<file path="src/rtl/dec_result_collector.sv">
// Collects out-of-order 1-bit classifier results by sample ID and streams them
// back in ascending ID order, packed 8 results per byte, over a valid/ready sink.
module dec_result_collector #(
    parameter int ID_W   = 8,
    parameter int PACK_W = 8
) (
    input  logic            clk,
    input  logic            rst_n,
    input  logic            clear,
    input  logic            start,
    input  logic [ID_W:0]   num_samples,
    input  logic            res_valid,
    input  logic [ID_W-1:0] res_id,
    input  logic            res_bit,
    output logic            out_valid,
    output logic [7:0]      out_data,
    output logic            out_last,
    input  logic            out_ready,
    output logic            done,
    output logic            err_dup
);

    localparam int DEPTH = 1 << ID_W;
    localparam int GW    = ID_W - 3;

    typedef enum logic [1:0] {IDLE, RUN, DONE} state_t;

    state_t            state_q, state_d;
    logic [ID_W:0]     n_q;
    logic [ID_W:0]     n_m1;
    logic [GW-1:0]     g_q;
    logic [GW-1:0]     last_g;
    logic              last_sent_q;
    logic [DEPTH-1:0]  got_q, got_d;
    logic [DEPTH-1:0]  res_bits_q, res_bits_d;
    logic [PACK_W-1:0] pack_word;
    logic [ID_W-1:0]   grp_id;
    logic              grp_ready;
    logic              load;
    logic              accept;
    logic              dup;
    logic              clr_hit;

    assign n_m1   = n_q - 1'b1;
    assign last_g = n_m1[ID_W-1:3];
    assign accept = out_valid && out_ready;

    // IDs beyond the batch size never arrive, so they count as present and read as 0.
    always_comb begin
        pack_word = '0;
        grp_ready = 1'b1;
        grp_id    = '0;
        for (int i = 0; i < PACK_W; i++) begin
            grp_id = {g_q, 3'(i)};
            if ({1'b0, grp_id} < n_q) begin
                pack_word[i] = res_bits_q[grp_id];
                if (!got_q[grp_id])
                    grp_ready = 1'b0;
            end
        end
    end

    assign load = (state_q == RUN) && !last_sent_q && (!out_valid || out_ready)
                  && grp_ready && (g_q <= last_g);

    // A result landing in the group being unloaded belongs to the next batch, so it wins.
    always_comb begin
        got_d      = got_q;
        res_bits_d = res_bits_q;
        dup        = 1'b0;
        clr_hit    = load && (res_id[ID_W-1:3] == g_q);
        if (load) begin
            for (int i = 0; i < PACK_W; i++)
                got_d[{g_q, 3'(i)}] = 1'b0;
        end
        if (res_valid) begin
            if (!got_q[res_id] || clr_hit) begin
                got_d[res_id]      = 1'b1;
                res_bits_d[res_id] = res_bit;
            end else begin
                dup = 1'b1;
            end
        end
    end

    always_comb begin
        state_d = state_q;
        case (state_q)
            IDLE: if (start) state_d = (num_samples == '0) ? DONE : RUN;
            RUN:  if (accept && out_last) state_d = DONE;
            DONE: state_d = IDLE;
            default: state_d = IDLE;
        endcase
    end

    assign done = (state_q == DONE);

    always_ff @(posedge clk or negedge rst_n) begin
        if (!rst_n)
            state_q <= IDLE;
        else if (clear)
            state_q <= IDLE;
        else
            state_q <= state_d;
    end

    always_ff @(posedge clk or negedge rst_n) begin
        if (!rst_n) begin
            got_q       <= '0;
            g_q         <= '0;
            n_q         <= '0;
            last_sent_q <= 1'b0;
            out_valid   <= 1'b0;
            out_data    <= '0;
            out_last    <= 1'b0;
            err_dup     <= 1'b0;
        end else if (clear) begin
            got_q       <= '0;
            g_q         <= '0;
            n_q         <= '0;
            last_sent_q <= 1'b0;
            out_valid   <= 1'b0;
            out_data    <= '0;
            out_last    <= 1'b0;
            err_dup     <= 1'b0;
        end else begin
            got_q <= got_d;
            if (dup)
                err_dup <= 1'b1;
            if (state_q == IDLE && start) begin
                n_q         <= num_samples;
                g_q         <= '0;
                last_sent_q <= 1'b0;
            end
            if (load) begin
                out_valid <= 1'b1;
                out_data  <= pack_word;
                out_last  <= (g_q == last_g);
                g_q       <= g_q + 1'b1;
                if (g_q == last_g)
                    last_sent_q <= 1'b1;
            end else if (out_ready) begin
                out_valid <= 1'b0;
            end
        end
    end

    // Result bits are qualified by got, so they need no reset.
    always_ff @(posedge clk) begin
        if (!clear)
            res_bits_q <= res_bits_d;
    end

endmodule
</file>
<file path="config.mk">
export PLATFORM = sky130hd
export DESIGN_NAME = dec_result_collector
export DESIGN_NICKNAME = d
export VERILOG_FILES = /design/src/rtl/dec_result_collector.sv
export SDC_FILE = /design/constraint.sdc
export NUM_CORES = 1
export LEC_CHECK = 0
export BUFFER_PORTS_ARGS = -buffer_cell sky130_fd_sc_hd__buf_2
export CELL_PAD_IN_SITES_DETAIL_PLACEMENT = 1
export CELL_PAD_IN_SITES_GLOBAL_PLACEMENT = 1
export CORE_MARGIN = 2
export CORE_UTILIZATION = 52
export DETAILED_ROUTE_END_ITERATION = 10
export GPL_ROUTABILITY_DRIVEN = 1
export PLACE_DENSITY = 0.78
export SETUP_SLACK_MARGIN = 0.5
export SLEW_MARGIN = 20
export SYNTH_ARGS = -nofsm -noshare
export SYNTH_HDL_FRONTEND = slang
export SYNTH_SLANG_ARGS = --single-unit
</file>
<file path="constraint.sdc">
create_clock -name clk -period 4.5 [get_ports clk]
set_input_delay 0.45 -clock clk [delete_from_list [all_inputs] [get_ports clk]]
set_output_delay 0.45 -clock clk [all_outputs]
set_load 0.05 [all_outputs]
</file>
==> metrics, run 1 <==
run status=finished, final reports clean; DIE HEIGHT=239 µm; most used flip-flop cell after synthesis=dfrtp_1; post-synthesis cell area=0.0286 mm²; total power density per cell area=339 mW/mm²; library cell used as clock root buffer=clkbuf_16; initial standard-cell utilization of the core=52.8%; GRT Resource Usage Total=44.3%; Final setup viols=0; proportion of register bits with asynchronous set or reset after synthesis=52.6%; max-capacitance violation count=0; startpoint type of the worst setup path=flip-flop; maximum ir drop on the vdd rail=0.334 mV; final setup margin=0.444 ns; Final Hold Vio Count=0; placed wire-length estimate=89400 µm; transition time at the pin with the least slew margin=1.29 ns; area of the die=0.0569 mm²; worst slew margin relative to its limit=13.7%; WHS Path Cells=3; Min-Delay Startpoint=num_samples[5]; top post-synthesis cells by area=edfxtp_1 (27%), dfrtp_1 (25%), mux4_2 (9.0%); Worst Skew=0.0404 ns; cell with the largest stage delay on the worst path=dfrtp_4; WS Path Type=reg -> reg; peak-usage layer in the global routing report=met2; worst slack after detailed placement=0.285 ns; commonest cells after routing, fill and taps aside=dfrtp_1 (282), nand2_1 (259), edfxtp_1 (256); number of distinct library cell variants in the gate-level netlist after synthesis=73; initial antenna violation count=4; average wire length per cell after detail routing=36.6 µm; Post-Route WL=125000 µm; fmax=247 MHz; final instance count without filler cells=3408; crit path DAT=4.34 ns; instance area after placement=0.0305 mm²; largest area contributor in the netlist=edfxtp_1; Critical R2R Launch=g_q[0]$_DFFE_PN0P_; cell count after placement=3289; depth of the critical timing path with buffers and inverters included=10; I/O pin cnt=36; library cell appearing most often on the critical path=buf_12; antenna viol nets, final=0; area share of the leading cell type in the synthesized netlist=26.9%; number of buffer and inverter stages on the critical path=2; Total Power=11.1 mW; final max-slew violation count=0; terminus of the critical flop-to-flop path=res_bits_q[239]$_DFFE_PP_; core area=0.0541 mm²; yosys warns=0; met3 usage=13.5%; largest delay contributor family on the critical path=compound AO/OA/AOI/OAI gates; class of the worst hold path=in -> reg; later-pin clock latency in the skew report=0.65 ns; sequential element share of the synthesized area=51.7%; cell chain of the critical path=and4b_1, a22oi_1, nand4_1, o21ai_0, o21ai_1, o21ba_4, o31a_4, buf_12, buf_12, nor4_1; clk slew on worst S/H paths=0.07 ns; Final Instance Area=0.0328 mm²; total of buffers placed on input and output ports=35; wire length of the first global-routing pass=180000 µm; filler cell count in the final layout=5563; area growth from synthesis to final layout=14.7%; share of the clock period used by the worst path=90.1%; H-tree depth=2; first-pass detailed-route iteration total=6; via total after detailed routing=24500; number of sinks on the clock net=540; r2r worst-path depth=10; vias in the first global route=25200; CTS buffer count=59; maximum number of pins on one net before global-route repair=160; floorplan row count=85; Max stage delay on crit path=0.64 ns; flip-flop and latch count after synthesis=540; number of remaining DRC errors=0; maximum fanout encountered on the critical timing path=23; synthesized netlist cell count=2592; setup repair after global routing missed its margin=false; routed vias/inst=7.20; Starting DRT DRC Count=3497; R2R Setup Slk=0.44 ns; post-route minimum period=4.06 ns; final total negative setup slack=0 ns; Final nets=2698; leading cell type in the layout, fill and taps excluded=dfrtp_1; routability congestion estimate from global placement=1.06; required time of the worst setup path=4.79 ns; number of buffers between clock root and the deepest sink=3; Min-Delay Endpoint=n_q[5]$_DFFE_PN0P_; DIE WIDTH=239 µm; count of flip-flops with a built-in enable after synthesis=256; mean area per synthesized cell=11.0 µm²; static leakage=11.8 nW; share of post-route cells with drive strength above 1=18.1%; total gr overflow=0; endpoint kind of the worst setup timing path=flip-flop; GR met2 Demand/Resource=66.0%; met1 capacity usage during global routing=57.1%; clock tree from TritonCTS=yes; net count of the mapped netlist=2631
[registers in the layout, indices dropped and copies added, names as in the netlist]
| name | count |
|---|---|
| err_dup | 1 |
| g_q | 5 |
| got_q | 256 |
| last_sent_q | 1 |
| n_q | 9 |
| out_data | 8 |
| out_last | 1 |
| out_valid | 1 |
| res_bits_q | 256 |
| state_q | 2 |
[report_power, final]
| part | total (mW) | switching, mW | internal, mW |
|---|---|---|---|
| clock network | 4.81 | 2.10 | 2.71 |
| registers | 5.20 | 0.0144 | 5.19 |
| logic | 1.11 | 0.780 | 0.326 |
| total | 11.1 | 2.89 | 8.23 |
[cell families after synthesis]
family / Yosys count / synth area share [%]
flops: 540 / 51.7
simple gates: 776 / 12.6
compound gates: 541 / 13.8
mux: 262 / 14.2
fa+ha+maj: 15 / 0.656
buf+inv: 450 / 6.82
xor+xnor: 8 / 0.245
[timing repair]
| item | in CTS | in global routing |
|---|---|---|
| endpoints found under the hold margin | 94 | 0 |
| pin swaps | 1 | 2 |
| buffers inserted | 0 | 3 |
| endpoints found under the setup margin | 141 | 413 |
| hold buffers | 1 | 0 |
| resized for setup | 14 | 31 |
[synth_stat cells (all sizes together), types with 39 or more instances]
library cell	n
a22oi	80
buf	127
clkbuf	90
dfrtp	284
edfxtp	256
inv	232
mux2i	148
mux4	114
nand2	259
nand4	39
nor2	255
nor3	68
o21ai	40
o22ai	209
o32ai	40
[per-layer routing]
layer / part of all wire (%) / up-vias
met5: 0.012 / -
met4: 7.8 / 2
met3: 12 / 491
met2: 43 / 1716
met1: 37 / 12500
li1: - / 9820
[worst max path at each step]
stage / start / end / slack [ns]
3_3_place_gp: n_q[3]$_DFFE_PN0P_ / got_q[93]$_DFF_PN0_ / 0.34
3_5_place_dp: res_id[1] / res_bits_q[233]$_DFFE_PP_ / 0.29
5_1_grt: n_q[3]$_DFFE_PN0P_ / res_bits_q[239]$_DFFE_PP_ / 0.51
4_1_cts: g_q[1]$_DFFE_PN0P_ / got_q[64]$_DFF_PN0_ / 0.49
2_1_floorplan: g_q[0]$_DFFE_PN0P_ / res_bits_q[239]$_DFFE_PP_ / 0.61
6_report: g_q[0]$_DFFE_PN0P_ / res_bits_q[239]$_DFFE_PP_ / 0.44
[metrics by stage]
stage          utilization [%]  hold slack, ns
2_1_floorplan                -           0.154
3_3_place_gp              56.3           0.500
3_5_place_dp              56.3           0.515
4_1_cts                   60.0          0.0462
5_1_grt                   60.6          0.0782
6_report                  60.6          0.0659
[tightest hold or removal path, stage by stage]
cell and delay, ns:
buf_2 0.10, nand2_1 0.05, a21oi_1 0.05
[cell type report]
type / count / area [µm²] / area share, %
tap: 696 / 871 / 2.65
antenna: 2 / 5.00 / 0.0153
inverter: 233 / 875 / 2.67
clock buffer: 78 / 1630 / 4.97
clock inverter: 34 / 262 / 0.797
sequential: 540 / 14800 / 45.1
multi-input combinational: 1602 / 12300 / 37.4
timing repair buffer: 223 / 2100 / 6.40
(Power assumes the default switching activity.)
==> run 2: changes to the inputs <==
--- a/config.mk
+++ b/config.mk
@@ -9,10 +9,10 @@
 export CELL_PAD_IN_SITES_DETAIL_PLACEMENT = 1
 export CELL_PAD_IN_SITES_GLOBAL_PLACEMENT = 1
 export CORE_MARGIN = 2
-export CORE_UTILIZATION = 52
+export CORE_UTILIZATION = 47
 export DETAILED_ROUTE_END_ITERATION = 10
 export GPL_ROUTABILITY_DRIVEN = 1
-export PLACE_DENSITY = 0.78
+export PLACE_DENSITY = 0.74
 export SETUP_SLACK_MARGIN = 0.5
 export SLEW_MARGIN = 20
 export SYNTH_ARGS = -nofsm -noshare
==> constraint.sdc (replaced) <==
create_clock -name clk -period 3.5 [get_ports clk]
set_input_delay 0.35 -clock clk [delete_from_list [all_inputs] [get_ports clk]]
set_output_delay 0.35 -clock clk [all_outputs]
set_load 0.05 [all_outputs]
==> metrics, run 2 (same netlist as run 1, synthesis figures left out) <==
Worst Skew=0.0459 ns (was 0.0404 ns); first-pass detailed-route iteration total=6 (unchanged); Final Hold Vio Count=0 (unchanged); placed wire-length estimate=97400 µm (was 89400 µm); core area=0.0602 mm² (was 0.0541 mm²); DIE HEIGHT=251 µm (was 239 µm); setup repair after global routing missed its margin=true (was false); registers with the highest flip-flop counts=got_q x256, res_bits_q x256, n_q x9 (unchanged); Final setup viols=509 (was 0); maximum number of pins on one net before global-route repair=109 (was 160); leading cell type in the layout, fill and taps excluded=buf_4 (was dfrtp_1); final setup margin=-0.388 ns (was 0.444 ns); total gr overflow=0 (unchanged); number of buffers between clock root and the deepest sink=3 (unchanged); clk slew on worst S/H paths=0.07 ns (about the same); DIE WIDTH=251 µm (was 239 µm); initial antenna violation count=6 (was 4); GRT Resource Usage Total=42.0% (was 44.3%); I/O pin cnt=36 (unchanged); antenna viol nets, final=0 (unchanged); maximum fanout encountered on the critical timing path=39 (was 23); WHS Path Cells=3 (unchanged); library cell used as clock root buffer=clkbuf_16 (unchanged); via total after detailed routing=25500 (was 24500); total of buffers placed on input and output ports=35 (unchanged); vias in the first global route=26300 (was 25200); routability congestion estimate from global placement=1.05 (was 1.06); final instance count without filler cells=3760 (was 3408); run status=finished, violations left (was finished, final reports clean); number of remaining DRC errors=0 (unchanged); post-route minimum period=3.89 ns (was 4.06 ns); CTS buffer count=60 (was 59); Total Power=15.0 mW (was 11.1 mW); initial standard-cell utilization of the core=47.5% (was 52.8%); maximum ir drop on the vdd rail=0.471 mV (was 0.334 mV); transition time at the pin with the least slew margin=1.03 ns (was 1.29 ns); number of sinks on the clock net=540 (unchanged); static leakage=13.3 nW (was 11.8 nW); share of post-route cells with drive strength above 1=30.2% (was 18.1%); clock tree from TritonCTS=yes (unchanged); cell count after placement=3610 (was 3289); Sequential cell area=0.0148 mm² (about the same); r2r worst-path depth=12 (was 10); fmax=257 MHz (was 247 MHz); floorplan row count=90 (was 85); Final Core Density=60.1% (was 60.6%); Final nets=2964 (was 2698); Post-Route WL=134000 µm (was 125000 µm); share of the clock period used by the worst path=111% (was 90.1%); average wire length per cell after detail routing=35.5 µm (was 36.6 µm); area of the die=0.0628 mm² (was 0.0569 mm²); WS Path Type=reg -> reg (unchanged); total power density per cell area=414 mW/mm² (was 339 mW/mm²); class of the worst hold path=in -> reg (unchanged); area growth from synthesis to final layout=26.5% (was 14.7%); max-capacitance violation count=0 (unchanged); later-pin clock latency in the skew report=0.67 ns (was 0.65 ns); wire length of the first global-routing pass=189000 µm (was 180000 µm); worst slew margin relative to its limit=31.5% (was 13.7%); H-tree depth=2 (unchanged); startpoint type of the worst setup path=flip-flop (unchanged); filler cell count in the final layout=6166 (was 5563); Final Instance Area=0.0362 mm² (was 0.0328 mm²); Starting DRT DRC Count=3017 (was 3497); final max-slew violation count=0 (unchanged); crit path DAT=4.22 ns (was 4.34 ns); instance area after placement=0.0325 mm² (was 0.0305 mm²); endpoint kind of the worst setup timing path=flip-flop (unchanged); routed vias/inst=6.78 (was 7.20); failing checks=setup timing; total area of multi-input combinational cells=0.0131 mm² (was 0.0123 mm²); required time of the worst setup path=3.84 ns (was 4.79 ns); commonest cells after routing, fill and taps aside=buf_4 (371), dfrtp_1 (281), nand2_1 (259) (was dfrtp_1 (282), nand2_1 (259), edfxtp_1 (256))
==> run 2: cell types whose count changed in the layout (fill, tap and decap cells not counted), moves of 17 or more <==
| cell | delta |
|---|---|
| o32ai_1 | -17 |
| nor3_2 | +27 |
| nor3_1 | -42 |
| buf_6 | +17 |
| nor2_1 | -51 |
| buf_4 | +221 |
| nor2_2 | +47 |
==> run 2: layout make-up <==
| class | count | area share [%] |
|---|---|---|
| inverters | 233 | 2.42 |
| clock inverters | 32 | 1.04 |
| multi-input cells | 1602 | 36.1 |
| clock buffers | 82 | 4.57 |
| repair buffers | 488 | 12.3 |
| flip-flops and latches | 540 | 40.9 |
| diodes | 1 | 0.00692 |
| well taps | 782 | 2.70 |
==> run 2: repair_timing <==
| item | in CTS | in global routing |
|---|---|---|
| gates cloned | 1 | 4 |
| endpoints found under the hold margin | 108 | 0 |
| hold buffers | 10 | 0 |
| endpoints found under the setup margin | 529 | 529 |
| pin swaps | 7 | 18 |
| gates resized for setup | 108 | 130 |
| buffers inserted | 6 | 14 |
==> run 2: routing by layer <==
metal	part of all wire, %	track usage [%]
met5	0.016	0
met3	10	9.53
met4	6.7	24.9
met2	45	64.0
met1	38	55.2
==> run 2: worst paths after layout <==
kind	startpoint	endpoint	slack [ns]
worst min register to register	state_q[1]$_DFFE_PN0P_	state_q[0]$_DFFE_PN0P_	0.54
worst min-delay path	out_ready	state_q[1]$_DFFE_PN0P_	0.05
worst max register to register	got_q[107]$_DFF_PN0_	res_bits_q[93]$_DFFE_PP_	-0.39
worst max-delay path	got_q[107]$_DFF_PN0_	res_bits_q[93]$_DFFE_PP_	-0.39
max in group asynchronous	rst_n	got_q[199]$_DFF_PN0_	2.10
min in group asynchronous	rst_n	n_q[7]$_DFFE_PN0P_	0.41
==> run 2: per-stage QoR <==
| step | TNS, ns | setup WS (ns) | hold slack [ns] |
|---|---|---|---|
| final | -107.66 | -0.388 | 0.0465 |
| after global routing | -112.23 | -0.368 | 0.0762 |
| after CTS | -6.53 | -0.113 | 0.0376 |
| after detailed placement | -143.40 | -0.492 | 0.530 |
| after global placement | -140.45 | -0.425 | 0.500 |
| after floorplan | -23.02 | -0.142 | 0.0544 |
==> run 2: power by group <==
| part | leakage (nW) | internal (mW) | switching [mW] | total (mW) |
|---|---|---|---|---|
| registers | 6.26 | 6.67 | 0.0150 | 6.69 |
| logic | 6.04 | 0.572 | 1.11 | 1.68 |
| clock network | 0.993 | 3.83 | 2.77 | 6.60 |
==> run 2: critical path: stages (launching register included) <==
cell and delay (ns):
dfrtp_1 0.41, mux4_2 0.49, a22o_1 0.27, a221oi_1 0.79, buf_4 0.23, o22ai_1 0.08, nor3_1 0.19, buf_4 0.16
nor4_1 0.09, o31a_4 0.18, buf_12 0.19, buf_12 0.20, nor3_4 0.23
